--- src/rtl/pwm_meas_scheduler_pkg.sv ---
// Shared definitions for the PWM measurement scheduler: FSM encoding,
// count width, saturation constant and a saturating adder.
package pwm_meas_scheduler_pkg;

  localparam int CNT_W = 16;
  localparam logic [CNT_W-1:0] CNT_SAT = 16'hFFFF;

  typedef enum logic [2:0] {
    ST_IDLE      = 3'd0,
    ST_SETTLE    = 3'd1,
    ST_WAIT_RISE = 3'd2,
    ST_MEAS_HIGH = 3'd3,
    ST_MEAS_LOW  = 3'd4,
    ST_STORE     = 3'd5,
    ST_NEXT      = 3'd6
  } state_e;

  function automatic logic [CNT_W-1:0] sat_add(input logic [CNT_W-1:0] a,
                                               input logic [CNT_W-1:0] b);
    logic [CNT_W:0] sum;
    sum = {1'b0, a} + {1'b0, b};
    return sum[CNT_W] ? CNT_SAT : sum[CNT_W-1:0];
  endfunction

endpackage

--- src/rtl/pwm_meas_scheduler_phase_counter.sv ---
// Saturating phase counter shared by all channels. A clear that coincides
// with an enable loads 1 so the cycle of the triggering edge is counted.
module pwm_phase_counter
  import pwm_meas_scheduler_pkg::*;
#(
  parameter int unsigned TIMEOUT = 65535
) (
  input  logic             clk,
  input  logic             rst_n,
  input  logic             clr,
  input  logic             en,
  output logic [CNT_W-1:0] cnt,
  output logic             expired
);

  logic [CNT_W-1:0] cnt_q;
  logic [CNT_W-1:0] cnt_d;

  always_comb begin
    cnt_d = cnt_q;
    if (clr) begin
      cnt_d = en ? {{(CNT_W-1){1'b0}}, 1'b1} : '0;
    end else if (en && (cnt_q != CNT_SAT)) begin
      cnt_d = cnt_q + 1'b1;
    end
  end

  always_ff @(posedge clk or negedge rst_n) begin
    if (!rst_n) begin
      cnt_q <= '0;
    end else begin
      cnt_q <= cnt_d;
    end
  end

  assign cnt     = cnt_q;
  assign expired = (32'(cnt_q) >= TIMEOUT);

endmodule

--- src/rtl/pwm_meas_scheduler.sv ---
// Round-robin PWM duty/period measurement over NUM_CH asynchronous inputs,
// one channel at a time, with per-phase timeout and per-channel result store.
module pwm_meas_scheduler
  import pwm_meas_scheduler_pkg::*;
#(
  parameter int          NUM_CH  = 4,
  parameter int unsigned TIMEOUT = 65535
) (
  input  logic                    clk,
  input  logic                    rst_n,
  input  logic [NUM_CH-1:0]       SIGNAL,
  input  logic [NUM_CH-1:0]       enable,
  output logic [16*NUM_CH-1:0]    dty,
  output logic [16*NUM_CH-1:0]    period,
  output logic [NUM_CH-1:0]       valid,
  output logic [NUM_CH-1:0]       timeout,
  output logic [NUM_CH-1:0]       level,
  output logic [3:0]              cur_ch
);

  state_e state_q, state_d;
  logic [3:0]       cur_ch_q, cur_ch_d;
  logic             settle_q, settle_d;
  logic [CNT_W-1:0] high_q, high_d;
  logic [CNT_W-1:0] low_q, low_d;
  logic [NUM_CH-1:0] sync1_q, sync1_d;
  logic [NUM_CH-1:0] sync2_q, sync2_d;
  logic [NUM_CH-1:0] prev_q, prev_d;

  logic [15:0] sync_ext, prev_ext, en_ext;
  logic        sig, rise, fall, en_cur;
  logic [3:0]  lowest_ch, next_ch, cand;
  logic        found;

  logic             cnt_clr, cnt_en, cnt_expired;
  logic [CNT_W-1:0] cnt;
  logic             store_wr, abort_wr;

  // Third stage (prev) only serves edge detection on the synchronized level.
  always_comb begin
    sync1_d = SIGNAL;
    sync2_d = sync1_q;
    prev_d  = sync2_q;
  end

  // Zero-extend to 16 so a 4-bit channel index never selects out of range.
  always_comb begin
    sync_ext = '0;
    prev_ext = '0;
    en_ext   = '0;
    sync_ext[NUM_CH-1:0] = sync2_q;
    prev_ext[NUM_CH-1:0] = prev_q;
    en_ext[NUM_CH-1:0]   = enable;
  end

  assign sig    = sync_ext[cur_ch_q];
  assign rise   = sig & ~prev_ext[cur_ch_q];
  assign fall   = ~sig & prev_ext[cur_ch_q];
  assign en_cur = en_ext[cur_ch_q];

  always_comb begin
    lowest_ch = '0;
    for (int i = 15; i >= 0; i--) begin
      if (en_ext[i]) lowest_ch = 4'(i);
    end
    next_ch = cur_ch_q;
    found   = 1'b0;
    cand    = '0;
    // Offset 16 wraps back onto cur_ch itself, covering the single-channel case.
    for (int off = 1; off <= 16; off++) begin
      cand = cur_ch_q + 4'(off);
      if (!found && en_ext[cand]) begin
        next_ch = cand;
        found   = 1'b1;
      end
    end
  end

  pwm_phase_counter #(
    .TIMEOUT (TIMEOUT)
  ) u_phase_cnt (
    .clk     (clk),
    .rst_n   (rst_n),
    .clr     (cnt_clr),
    .en      (cnt_en),
    .cnt     (cnt),
    .expired (cnt_expired)
  );

  always_comb begin
    state_d  = state_q;
    cur_ch_d = cur_ch_q;
    settle_d = 1'b0;
    high_d   = high_q;
    low_d    = low_q;
    cnt_clr  = 1'b0;
    cnt_en   = 1'b0;
    store_wr = 1'b0;
    abort_wr = 1'b0;
    case (state_q)
      ST_IDLE: begin
        if (|enable) begin
          cur_ch_d = lowest_ch;
          state_d  = ST_SETTLE;
        end
      end
      ST_SETTLE: begin
        if (!en_cur) begin
          state_d = ST_NEXT;
        end else if (settle_q) begin
          state_d = ST_WAIT_RISE;
          cnt_clr = 1'b1;
        end else begin
          settle_d = 1'b1;
        end
      end
      ST_WAIT_RISE: begin
        cnt_en = 1'b1;
        if (!en_cur) begin
          state_d = ST_NEXT;
        end else if (rise) begin
          cnt_clr = 1'b1;
          state_d = ST_MEAS_HIGH;
        end else if (cnt_expired) begin
          abort_wr = 1'b1;
          state_d  = ST_NEXT;
        end
      end
      ST_MEAS_HIGH: begin
        cnt_en = 1'b1;
        if (!en_cur) begin
          state_d = ST_NEXT;
        end else if (fall) begin
          high_d  = cnt;
          cnt_clr = 1'b1;
          state_d = ST_MEAS_LOW;
        end else if (cnt_expired) begin
          abort_wr = 1'b1;
          state_d  = ST_NEXT;
        end
      end
      ST_MEAS_LOW: begin
        cnt_en = 1'b1;
        if (!en_cur) begin
          state_d = ST_NEXT;
        end else if (rise) begin
          low_d   = cnt;
          state_d = ST_STORE;
        end else if (cnt_expired) begin
          abort_wr = 1'b1;
          state_d  = ST_NEXT;
        end
      end
      ST_STORE: begin
        store_wr = en_cur;
        state_d  = ST_NEXT;
      end
      ST_NEXT: begin
        if (enable == '0) begin
          state_d = ST_IDLE;
        end else begin
          cur_ch_d = next_ch;
          state_d  = ST_SETTLE;
        end
      end
      default: state_d = ST_IDLE;
    endcase
  end

  always_ff @(posedge clk or negedge rst_n) begin
    if (!rst_n) begin
      state_q  <= ST_IDLE;
      cur_ch_q <= '0;
      settle_q <= 1'b0;
      high_q   <= '0;
      low_q    <= '0;
      sync1_q  <= '0;
      sync2_q  <= '0;
      prev_q   <= '0;
    end else begin
      state_q  <= state_d;
      cur_ch_q <= cur_ch_d;
      settle_q <= settle_d;
      high_q   <= high_d;
      low_q    <= low_d;
      sync1_q  <= sync1_d;
      sync2_q  <= sync2_d;
      prev_q   <= prev_d;
    end
  end

  genvar gi;
  generate
    for (gi = 0; gi < NUM_CH; gi++) begin : g_ch
      logic [CNT_W-1:0] dty_q, dty_d, period_q, period_d;
      logic             valid_q, valid_d, timeout_q, timeout_d, level_q, level_d;
      logic             hit;

      assign hit = (cur_ch_q == 4'(gi));

      always_comb begin
        dty_d     = dty_q;
        period_d  = period_q;
        valid_d   = valid_q;
        timeout_d = timeout_q;
        level_d   = level_q;
        if (hit && store_wr) begin
          dty_d     = high_q;
          period_d  = sat_add(high_q, low_q);
          valid_d   = 1'b1;
          timeout_d = 1'b0;
        end else if (hit && abort_wr) begin
          dty_d     = '0;
          period_d  = '0;
          valid_d   = 1'b0;
          timeout_d = 1'b1;
          level_d   = sig;
        end
      end

      always_ff @(posedge clk or negedge rst_n) begin
        if (!rst_n) begin
          dty_q     <= '0;
          period_q  <= '0;
          valid_q   <= 1'b0;
          timeout_q <= 1'b0;
          level_q   <= 1'b0;
        end else begin
          dty_q     <= dty_d;
          period_q  <= period_d;
          valid_q   <= valid_d;
          timeout_q <= timeout_d;
          level_q   <= level_d;
        end
      end

      assign dty[16*gi +: 16]    = dty_q;
      assign period[16*gi +: 16] = period_q;
      assign valid[gi]           = valid_q;
      assign timeout[gi]         = timeout_q;
      assign level[gi]           = level_q;
    end
  endgenerate

  assign cur_ch = cur_ch_q;

endmodule

--- config.mk ---
export PLATFORM = sky130hd
export DESIGN_NAME = pwm_meas_scheduler
export DESIGN_NICKNAME = d
export VERILOG_FILES = /design/src/rtl/pwm_meas_scheduler_pkg.sv /design/src/rtl/pwm_meas_scheduler_phase_counter.sv /design/src/rtl/pwm_meas_scheduler.sv
export SDC_FILE = /design/constraint.sdc
export NUM_CORES = 1
export LEC_CHECK = 0
export CAP_MARGIN = 20
export CORE_MARGIN = 2
export CORE_UTILIZATION = 58
export DETAILED_ROUTE_END_ITERATION = 10
export DONT_BUFFER_PORTS = 1
export PLACE_DENSITY_LB_ADDON = 0.1
export SKIP_LAST_GASP = 1
export SLEW_MARGIN = 5
export SYNTH_ARGS = -nofsm -noshare
export SYNTH_HDL_FRONTEND = slang
export SYNTH_SLANG_ARGS = --single-unit
--- constraint.sdc ---
create_clock -name clk -period 3.3 [get_ports clk]
set_clock_uncertainty 0.05 [all_clocks]
set_input_delay 0.33 -clock clk [delete_from_list [all_inputs] [get_ports clk]]
set_output_delay 0.33 -clock clk [all_outputs]
set_load 0.02 [all_outputs]
==> results.txt, run 1 <==
The final route contains 7546 vias. The number of clock buffers added by TritonCTS is 23. The worst setup path is launched from a flop. Root buffer selected by CTS: sky130_fd_sc_hd__clkbuf_16.

The met3 capacity usage during global routing came out at 0.0677. The number of clock sinks is 208, and the later-pin clock latency in the skew report is 530 ps. The maximum clock path buffer count was 3. The global routing stage identified its most utilized layer as met2.

The tools report the endpoint type of the worst setup path as a flop. The post-CTS setup repair buffer count is 0, and the average vias per placed instance is 6.10. Final critical-path share of the clock period: 0.940. Subtracting the final worst setup slack from the clock period gives 3100 ps. Hold repair after CTS inserted 5 buffers. The finished cells cover 11100 sq um. The routed design has 25.6 mm of wire. The run gives 0.410 as the met1 routing resource usage after global routing.

Clock-pin slew was measured on the worst setup and hold paths at 60 ps. The tools report the sequential fraction of the synthesis area as 0.519. TritonCTS built the clock tree. The logs give 74 for the number of distinct library cells after synthesis and 0.00529 uW for the static leakage.

The H-tree depth was 1; the core utilization of the finished layout was 0.650. The tools report the required time of the worst setup path as 3630 ps. The number of nets in the synthesized netlist is 1043. The number of global-route vias before repair is 7276, and the synthesized area is 10000 sq um. In this run the cell area measured after placement is 10200 sq um. For the count of warnings emitted by yosys, the log shows 0. The starting density of the core was 0.586; the antenna violation net count after detailed routing was 0. The maximum fanout along the worst path is 15, and the measured slew at the worst slew-check pin is 1000 ps. The run finished, with violations left.

The maximum number of pins on one net before global-route repair was 209; the proportion of register bits with asynchronous set or reset after synthesis was 1.00. For the smallest hold slack, the log shows -562 ps. The fraction of final layout cells sized beyond drive strength 1 is 0.136, and the number of antenna violations at the first check in global routing is 0. The aggregate global-route resource usage was 0.283; the core outline area was 17100 sq um. The sequential cells in the finished layout cover a total of 5200 sq um. The prevailing post-synth register cell was sky130_fd_sc_hd__dfrtp_1. The power density normalized to cell area was 997 nW/um^2; the area occupied by multi-input gates was 4460 sq um.

Fill cells in the final layout number 1368. The tools report the worst max-slew margin expressed relative to the limit as 0.330. Setup repair after global routing could not meet its margin everywhere. Data on the critical path arrives at its endpoint at 3430 ps. The tools report the total count of max-transition violations in the final report as 0.

The die outline height was 135 um; the aggregate negative setup slack was 0 ps. The number of enable flip-flop cells after synthesis is 0. Detailed placement finished with a half-perimeter wire length of 17.3 mm.

For the weighted congestion reported at the end of routability-driven placement, the log shows 0.896. Across the run, the number of max-cap violations was 0. The post-detailed-route DRC marker count is 0, and the total of flip-flops plus latches after synthesis is 208.

The number of standard-cell rows in the floorplan is 48. The first-pass GRT wire length is 41.0 mm, and the final number of setup-violating endpoints is 0. Summed over all layers, the global routing overflow is 0.

The run gives 322 MHz as the maximum frequency from static timing analysis. The floorplan step defined a die boundary enclosing 18400 sq um. The first routing iteration left 569 violations.

The category of the critical setup timing path was reg -> reg. For the number of antenna cells inserted, the log shows 0. The number of I/O pins is 154.

Measured along the x axis, the die boundary spans 135 um. The number of hold-slack violations in the final timing report was 208. The design draws 11100 uW. The worst hold path belongs to the class in -> async. Dividing the detail-routed wire length by the instance count gives 20.7 um. Synthesis handed over a netlist of 1004 instances. From synthesis to final layout, the design area changed by 11.0%. The net count reported at finish is 1035. The final reports fail on negative hold slack.

The synthesized area per cell works out to 9.99 sq um. The number of iterations in the first detailed-routing pass is 5, and the number of I/O port buffers is 0. VDD sags by at most 0.000662 V.

The met2 layer usage reported by global route came out at 0.432.
[flip-flops by register name, indices dropped and copies added, names as in the netlist]
name,count
g_ch.dty_q,64
prev_d,4
g_ch.period_q,64
low_q,16
sync1_q,4
high_q,16
g_ch.valid_q,4
state_q,3
g_ch.timeout_q,4
u_phase_cnt.cnt,16
cur_ch,4
settle_q,1
prev_q,4
g_ch.level_q,4
[timing repair]
item                                   CTS  global route
endpoints found under the hold margin  213           208
gates resized for setup                  0             6
setup endpoints to repair                0            21
[logic make-up after synthesis]
| kind of cell | Yosys count | share of synthesized area |
|---|---|---|
| adders and majority gates | 29 | 0.0369 |
| DFF | 208 | 0.519 |
| muxes | 40 | 0.0513 |
| and+or+nand+nor | 425 | 0.202 |
| xor gates and xnor gates | 33 | 0.0288 |
| buffers and inverters | 81 | 0.0387 |
| AOI/OAI and AO/OA | 188 | 0.123 |
[metrics by stage]
step	instances	worst slack (ps)
floorplan	1004	7.79
global placement	1191	226
detailed placement	1191	130
CTS	1238	116
global route	1238	-9.11
finish	1238	198
[synthesized netlist by cell type, drive strengths merged (3+ instances only)]
| master | instances | area share |
|---|---|---|
| clkbuf | 36 | 0.013 |
| nand4 | 7 | 0.0044 |
| o21ai | 89 | 0.045 |
| nor3b | 4 | 0.0030 |
| mux4 | 6 | 0.013 |
| ha | 28 | 0.035 |
| nand2 | 174 | 0.065 |
| a21oi | 35 | 0.022 |
| nor2 | 46 | 0.017 |
| a211oi | 6 | 0.0045 |
| nor2b | 4 | 0.0025 |
| o2bb2ai | 5 | 0.0044 |
| and3 | 6 | 0.0037 |
| a2111oi | 3 | 0.0045 |
| nand3b | 5 | 0.0050 |
| buf | 31 | 0.020 |
| a21o | 5 | 0.0037 |
| xor2 | 18 | 0.016 |
| mux2 | 31 | 0.035 |
| o31ai | 4 | 0.0030 |
| nand3 | 137 | 0.069 |
| a21boi | 4 | 0.0030 |
| nand2b | 7 | 0.0044 |
| mux2i | 3 | 0.0030 |
| a31oi | 5 | 0.0031 |
| o21a | 6 | 0.0045 |
| dfrtp | 208 | 0.52 |
| and2 | 8 | 0.0050 |
| nor4 | 6 | 0.0067 |
| xnor2 | 15 | 0.013 |
| o211ai | 4 | 0.0049 |
| inv | 14 | 0.0052 |
| nor3 | 10 | 0.0060 |
| or3 | 4 | 0.0025 |
[critical path, cell delays in order, from the launching register on]
cell and delay (ps):
sky130_fd_sc_hd__dfrtp_1 440, sky130_fd_sc_hd__ha_1 370, sky130_fd_sc_hd__nor2b_1 160, sky130_fd_sc_hd__o31a_1 270
sky130_fd_sc_hd__o31a_1 280, sky130_fd_sc_hd__o221ai_1 240, sky130_fd_sc_hd__a21oi_1 150, sky130_fd_sc_hd__a311o_1 360
sky130_fd_sc_hd__buf_4 230, sky130_fd_sc_hd__a21oi_2 300, sky130_fd_sc_hd__o21ai_1 90
[final timing paths]
path	start	slack, ps	cells after the start	to
min	rst_n	-560	0	g_ch[0].period_q[2]
max reg2reg	high_q[2]	200	10	g_ch[2].period_q[2]
min in group clk	enable[0]	120	4	state_q[0]
min reg2reg	sync1_q[3]	300	0	prev_d[3]
max	high_q[2]	200	10	g_ch[2].period_q[2]
max in group asynchronous	rst_n	3470	0	low_q[0]
[report_power, final]
group / internal (uW) / switching, uW / total [uW]
sequential: 3320 / 1460 / 4780
clock: 1710 / 1050 / 2760
combinational: 1400 / 2150 / 3550
[placed cells by master (no fill, tap or decap), drive strengths merged, types with 18 or more instances in the layout]
cell / count
a21oi: 35
buf: 29
clkbuf: 29
dfrtp: 208
ha: 28
mux2: 31
nand2: 174
nand3: 137
nor2: 46
o21ai: 89
xor2: 18
[layer usage]
metal | up-vias | routed length (um)
li1 | 3516 | -
met1 | 3720 | 11300
met5 | - | 0
met4 | 0 | 575
met2 | 268 | 11600
met3 | 42 | 2060
[area by class of cell]
cell class              instances  share of cell area
repair buffers                 34              0.0263
multi-input cells             715               0.401
inverters                      14             0.00472
well taps                     225              0.0253
clock inverters                13              0.0168
flip-flops and latches        208               0.468
clock buffers                  29              0.0582
Note: power is estimated with default switching activity, not from simulation.
==> inputs of run 2 (changes only) <==
--- a/config.mk
+++ b/config.mk
@@ -8,9 +8,12 @@
 export CAP_MARGIN = 20
 export CORE_MARGIN = 2
 export CORE_UTILIZATION = 58
+export CTS_CLUSTER_DIAMETER = 50
 export DETAILED_ROUTE_END_ITERATION = 10
 export DONT_BUFFER_PORTS = 1
+export MAX_ROUTING_LAYER = met4
 export PLACE_DENSITY_LB_ADDON = 0.1
+export REMOVE_ABC_BUFFERS = 1
 export SKIP_LAST_GASP = 1
 export SLEW_MARGIN = 5
 export SYNTH_ARGS = -nofsm -noshare
==> run 2 against run 1 <==
  * The flow still finishes with violations (negative hold slack)
  * Global-route usage down 0.57 points
  * Maximum frequency up 1.2%
  * Sequential share of layout area unchanged
  * Worst hold slack better by 35 ps
  * Highest routed layer unchanged
  * Register-to-register slack better by 40 ps
  * Total power down 3.3%
  * Critical path depth up 1
  * Sequential power down 1%
==> results.txt, run 2 (synthesis results as in run 1) <==
The post-place setup slack is 114 ps (-16.2 ps). The library cells used most frequently in the layout, excluding fill and tap cells, are 208 x sky130_fd_sc_hd__dfrtp_1, 170 x sky130_fd_sc_hd__nand2_1, 136 x sky130_fd_sc_hd__nand3_1. The post-synthesis to final-layout area growth was 11.0% (unchanged). The tools report the number of filler instances in the final layout as 1406 (+2.8%). Post-detailed-route DRC marker count: 0 (unchanged). TritonCTS built the clock tree. The run gives 24.4 mm (-4.9%) as the total wire length after detailed routing. The peak supply drop came out at 0.000497 V (-25%). The run gives 3610 ps (-20 ps) as the required time of the worst setup path. The die area came out at 18400 sq um (unchanged). For the number of clock sinks, the log shows 208 (unchanged). STA classifies the critical path endpoint as a flop. The tools report the type of origin of the critical path as a flop. The total congestion overflow is 0 (unchanged), and the fraction of final layout cells sized beyond drive strength 1 is 0.141 (+0.00522). For the first-pass GRT wire length, the log shows 39.0 mm (-4.8%). The logs give 0 ps (unchanged) for the aggregate negative setup slack and 5 (unchanged) for the post-cts hold buffer count.

The clock transition time at the flip-flop clock pins of the worst setup and hold paths was 60 ps (about the same). The worst hold-check path type was in -> async. For the starting density of the core, the log shows 0.586 (unchanged). The logs give 3380 ps (-50 ps) for the critical path arrival and 233 ps (+35.3 ps) for the setup slack after layout. The flow ran to the end, but the final reports show violations. The number of I/O port buffers came out at 0 (unchanged). The tools report the number of max-cap violations as 0 (unchanged). The total via count in the routed design is 7468 (-1.0%). The tools report the number of hold-slack violations in the final timing report as 208 (unchanged). The tools report the H-tree depth as 1 (unchanged). For the net count reported at finish, the log shows 1045 (+0.97%). The checks that failed: negative hold slack. The area occupied by multi-input gates is 4460 sq um (about the same), and the worst max-slew margin expressed relative to the limit is 0.399 (+0.0693). The final critical-path share of the clock period is 0.929 (-0.0107), and the footprint of the flip-flops and latches is 5200 sq um (unchanged). The number of global-route vias before repair is 7130 (-2.0%), and the half-perimeter wire length after placement is 15.8 mm (-8.7%).

The critical path in this run is classified as reg -> reg. The number of antenna violations at the first check in global routing is 0 (unchanged), and the minimum clock period after layout is 3070 ps (-35.3 ps). The horizontal die dimension is 135 um (unchanged). Setup repair after global routing could not meet its margin everywhere.

The measured slew at the worst slew-check pin was 892 ps (-113 ps). The tools report the maximum frequency from static timing analysis as 326 MHz (+1.2%). The CTS buffer count is 24 (+4.3%), and the average vias per placed instance is 6.01 (-1.4%). The number of standard-cell rows in the floorplan was 48 (unchanged). The power density normalized to cell area was 964 nW/um^2 (-3.3%).

The aggregate global-route resource usage was 0.277 (-0.00570); the number of I/O pins was 154 (unchanged). The maximum fanout along the worst path is 5 (-10). The routed length per instance is 19.6 um (-5.3%). The logs give 209 (unchanged) for the maximum number of pins on one net before global-route repair and 4 (-1) for the number of iterations in the first detailed-routing pass.

The die outline height was 135 um (unchanged); the overall power after layout was 10700 uW (-3.3%). The library cell used most frequently in the layout, excluding fill and tap cells, is sky130_fd_sc_hd__dfrtp_1. The run gives 0 (unchanged) as the total count of max-transition violations in the final report. The run gives 3 (unchanged) as the maximum clock path buffer count. The smallest hold slack was -527 ps (+35.3 ps); the core outline area was 17100 sq um (unchanged).

Number of antenna cells inserted: 0 (unchanged). The tree is rooted in a sky130_fd_sc_hd__clkbuf_16. Static leakage: 0.00530 uW (about the same). The antenna violation net count after detailed routing came out at 0 (unchanged).

The weighted congestion reported at the end of routability-driven placement is 0.935 (+4.4%), and the number of DRC markers in iteration 0 is 465 (-18%). The final number of setup-violating endpoints was 0 (unchanged); the later-pin clock latency in the skew report was 500 ps (-30 ps). In the final layout, the registers with the most flip-flops are g_ch.dty_q (64), g_ch.period_q (64). The core utilization of the finished layout was 0.650 (unchanged).
-- run 2: changes by cell type in the layout (fill, tap and decap cells not counted), sizes merged --
cell / before / now
bufinv: 4 / 2
buf: 29 / 38
inv: 15 / 16
clkinv: 7 / 2
clkbuf: 29 / 31
-- run 2: through the flow --
stage / std cells / instance area, sq um
floorplan: 937 / 9690
global placement: 1199 / 10300
detailed placement: 1199 / 10300
CTS: 1242 / 11100
global route: 1243 / 11100
finish: 1243 / 11100
-- run 2: area by class of cell --
class                           instances  area share
Sequential cell                       208       0.468
Multi-Input combinational cell        715       0.401
Clock buffer                           31      0.0600
Timing Repair Buffer                   43      0.0313
Tap cell                              225      0.0253
Clock inverter                          7      0.0101
Inverter                               14     0.00472
-- run 2: repair_timing --
action                                 in CTS  in global routing
endpoints found under the hold margin     213                208
resized for setup                           0                  5
setup buffers                               0                  1
setup endpoints to repair                   0                 42
-- run 2: worst paths after layout --
| path | start | endpoint | slack [ps] | cells after the start |
|---|---|---|---|---|
| min in group clk | enable[1] | cur_ch[0] | 110 | 3 |
| worst max register to register | low_q[0] | g_ch[3].period_q[15] | 230 | 11 |
| worst max-delay path | low_q[0] | g_ch[3].period_q[15] | 230 | 11 |
| worst min-delay path | rst_n | g_ch[1].period_q[2] | -530 | 0 |
| worst min register to register | sync1_q[2] | prev_d[2] | 300 | 0 |
| max in group asynchronous | rst_n | low_q[13] | 3470 | 0 |
-- run 2: per-layer routing --
| layer | up-vias | wire length [um] | GRT usage |
|---|---|---|---|
| li1 | 3526 | - | - |
| met1 | 3668 | 10900 | 0.382 |
| met2 | 251 | 11300 | 0.431 |
| met3 | 23 | 1830 | 0.0546 |
| met4 | 0 | 361 | 0.0596 |
| met5 | - | 0 | - |
-- run 2: worst max-delay path, stage by stage, from the launching register on --
cell	delay, ps
sky130_fd_sc_hd__dfrtp_1	400
sky130_fd_sc_hd__ha_1	220
sky130_fd_sc_hd__inv_1	70
sky130_fd_sc_hd__fa_1	190
sky130_fd_sc_hd__nor2b_1	60
sky130_fd_sc_hd__o31a_1	260
sky130_fd_sc_hd__o31a_1	280
sky130_fd_sc_hd__o221ai_1	250
sky130_fd_sc_hd__a21oi_1	160
sky130_fd_sc_hd__a311o_2	470
sky130_fd_sc_hd__a22oi_1	370
sky130_fd_sc_hd__o21ai_0	140
-- run 2: power breakdown --
group          total [uW]  internal (uW)  switching, uW  leakage, uW
registers            4720           3320           1400      0.00278
clock network        2610           1590           1030     0.000377
logic                3390           1410           1980      0.00214
==> inputs of run 3 (changes only) <==
--- a/config.mk
+++ b/config.mk
@@ -6,7 +6,6 @@
 export NUM_CORES = 1
 export LEC_CHECK = 0
 export CAP_MARGIN = 20
-export CORE_MARGIN = 2
 export CORE_UTILIZATION = 58
 export CTS_CLUSTER_DIAMETER = 50
 export DETAILED_ROUTE_END_ITERATION = 10
==> run 3 against run 2 <==
  * The run still ends with negative hold slack left
  * Flip-flop and latch count is the same
  * Critical path type unchanged
  * Count of clock-buffer cells in the layout grew 4
  * Register-to-register slack lost 100 ps
  * Routed wire length grew 2.5%
  * Utilization grew 1.6 points
  * Clock power is essentially flat
  * Maximum frequency shrank 3.3%
  * Combinational power is essentially flat
  * Highest routed layer unchanged
  * Final cell count is essentially flat
  * Design area is essentially flat
  * First-iteration DRC count grew 30%
  * Sequential power is essentially flat
==> results.txt, run 3 (synthesis results as in run 1) <==
The number of I/O port buffers is 0 (unchanged). Number of global-route vias before repair: 7340 (+2.9%). The tools report the aggregate global-route resource usage as 0.296 (+0.0190). The clock transition time at the flip-flop clock pins of the worst setup and hold paths works out to 60 ps (about the same). The cell family contributing the most delay on the critical path is compound AO/OA/AOI/OAI gates. The number of iterations in the first detailed-routing pass is 5 (+1), and the peak supply drop is 0.000510 V (+2.7%).

The aggregate negative setup slack is 0 ps (unchanged), and the final number of setup-violating endpoints is 0 (unchanged). The checks that failed: negative hold slack. Clock tree synthesis selected as its root buffer the cell sky130_fd_sc_hd__clkbuf_16. The average vias per placed instance was 6.10 (+1.4%); the final critical-path share of the clock period was 0.961 (+0.0316). The logs give 16.4 mm (+3.7%) for the half-perimeter wire length after placement and 209 (unchanged) for the maximum number of pins on one net before global-route repair.

The logs give 0.666 (+0.0156) for the core utilization of the finished layout and 16700 sq um (-2.4%) for the core outline area. The maximum frequency from static timing analysis came out at 315 MHz (-3.3%). The worst register-to-register path begins at high_q[2]. The maximum single-stage delay on the critical path works out to 440 ps (-30 ps).

The post-synthesis to final-layout area growth is 10.9% (about the same), and the maximum clock path buffer count is 3 (unchanged). TritonCTS built the clock tree. The total count of max-transition violations in the final report is 0 (unchanged), and the H-tree depth is 1 (unchanged). The required time of the worst setup path was 3630 ps (+20 ps). The weighted congestion reported at the end of routability-driven placement is 0.909 (-2.8%). For this design, the slowest cell found on the critical path is sky130_fd_sc_hd__dfrtp_1. The tools report the die area as 17800 sq um (-2.9%). STA classifies the critical path endpoint as a flop. The static leakage came out at 0.00530 uW (+0.14%).

The number of buffer and inverter instances along the worst setup path is 1 (unchanged), and the first-pass GRT wire length is 40.2 mm (+3.1%). In the layout the commonest cells are 208 x sky130_fd_sc_hd__dfrtp_1, 170 x sky130_fd_sc_hd__nand2_1, 136 x sky130_fd_sc_hd__nand3_1. The run gives 1046 (+0.096%) as the net count reported at finish. Maximum fanout along the worst path: 15 (+10). The routed length per instance came out at 20.1 um (+2.6%). The largest registers in the layout are g_ch.dty_q (64), g_ch.period_q (64). Setup repair after global routing could not meet its margin everywhere. The critical path arrival came out at 3500 ps (+120 ps).

The post-detailed-route DRC marker count is 0 (unchanged), and the later-pin clock latency in the skew report is 510 ps (about the same). The fraction of final layout cells sized beyond drive strength 1 was 0.139 (-0.00251). Power density normalized to cell area: 964 nW/um^2 (about the same). Antenna violation net count after detailed routing: 0 (unchanged). The number of antenna cells inserted is 0 (unchanged). For the number of DRC markers in iteration 0, the log shows 605 (+30%). The number of antenna violations at the first check in global routing was 0 (unchanged).

The most common library cell in the layout ignoring fill and taps was sky130_fd_sc_hd__dfrtp_1. The flow ran to the end, but the final reports show violations. The worst reg2reg path depth works out to 10 (-1).

The CTS buffer count is 24 (unchanged), and the minimum clock period after layout is 3170 ps (+104 ps). The tools report the total wire length after detailed routing as 25.0 mm (+2.5%). The run gives 47 (-2.1%) as the number of standard-cell rows in the floorplan. The worst hold-check path type was in -> async. The signal on the critical path passes through ha_1, nor2b_1, o31a_1, o31a_1, o221ai_1, a21oi_1, a311o_1, buf_4, a21oi_1, o21ai_0. The run gives 0.600 (+0.0146) as the starting density of the core.

The tools report the slack of the worst reg-to-reg path as 130 ps (-100 ps). The category of the critical setup timing path is reg -> reg. The total congestion overflow was 0 (unchanged); the die outline height was 133 um (-1.5%). The worst max-slew margin expressed relative to the limit is 0.349 (-0.0498), and the number of I/O pins is 154 (unchanged).

The number of hold-slack violations in the final timing report is 208 (unchanged), and the smallest hold slack is -537 ps (-10.6 ps). The horizontal die dimension is 133 um (-1.5%), and the post-cts hold buffer count is 5 (unchanged). STA classifies the critical path startpoint as a flop. The measured slew at the worst slew-check pin is 966 ps (+74.0 ps).

The worst register-to-register path ends at g_ch[1].period_q[8]. The logs give 7570 (+1.4%) for the total via count in the routed design and 0 (unchanged) for the number of max-cap violations. The number of clock sinks is 208 (unchanged).
## run 3: changes by cell type in the layout (fill, tap and decap cells not counted), moves of 2 or more
cell	change
sky130_fd_sc_hd__a21oi_1	+3
sky130_fd_sc_hd__inv_6	+2
sky130_fd_sc_hd__clkbuf_8	+2
sky130_fd_sc_hd__clkbuf_1	+2
sky130_fd_sc_hd__a21oi_2	-3
## run 3: area by class of cell
class | count | area [sq um]
clock buffer | 35 | 703
clock inverter | 6 | 77.6
fill | 1346 | 5580
inverter | 14 | 52.6
multi-input combinational | 715 | 4450
sequential | 208 | 5200
tap | 220 | 275
timing repair buffer | 44 | 355
## run 3: metrics by stage
step | power (uW) | instances | area [sq um] | setup WS, ps | hold WS (ps)
after floorplan | 7040 | 937 | 9690 | -73.6 | -15.6
after global placement | 8030 | 1196 | 10300 | 211 | -11.1
after detailed placement | 8110 | 1196 | 10300 | 154 | -11.5
after CTS | 10700 | 1242 | 11100 | 139 | -548
after global routing | 11400 | 1242 | 11100 | -78.8 | -552
final | 10700 | 1242 | 11100 | 129 | -537
## run 3: report_power, final
| group | switching [uW] | internal, uW | total, uW |
|---|---|---|---|
| logic | 1990 | 1390 | 3380 |
| clock network | 1020 | 1560 | 2590 |
| registers | 1430 | 3320 | 4750 |
| total | 4440 | 6280 | 10700 |
## run 3: worst max-delay path by stage
| stage | startpoint | end | slack [ps] | cells past startpoint |
|---|---|---|---|---|
| 2_1_floorplan | cur_ch[0] | cur_ch[1] | -70 | 10 |
| 3_3_place_gp | high_q[2] | g_ch[3].period_q[15] | 210 | 10 |
| 3_5_place_dp | high_q[2] | g_ch[3].period_q[3] | 150 | 10 |
| 4_1_cts | high_q[2] | g_ch[1].period_q[8] | 140 | 10 |
| 5_1_grt | high_q[2] | g_ch[0].period_q[6] | -80 | 10 |
| 6_report | high_q[2] | g_ch[1].period_q[8] | 130 | 10 |
## run 3: per-layer routing
layer	GRT usage	wire [um]
met5	-	0
met4	0.0846	498
met3	0.0521	1840
met2	0.454	11700
met1	0.407	11000
## run 3: worst register-to-register path, delay by kind of cell, from the launching register on
kind | cells | cell delay (ps)
flip-flops | 1 | 440
adder cells (fa/ha/maj) | 1 | 380
buffers and inverters | 1 | 210
AND/OR/NAND/NOR | 1 | 160
AO/OA/AOI/OAI | 7 | 1790
## run 3: repair_timing
action                     in CTS  in global routing
buffers inserted                0                  0
resized for setup               0                  1
hold endpoints to repair      213                208
setup endpoints to repair       0                 20
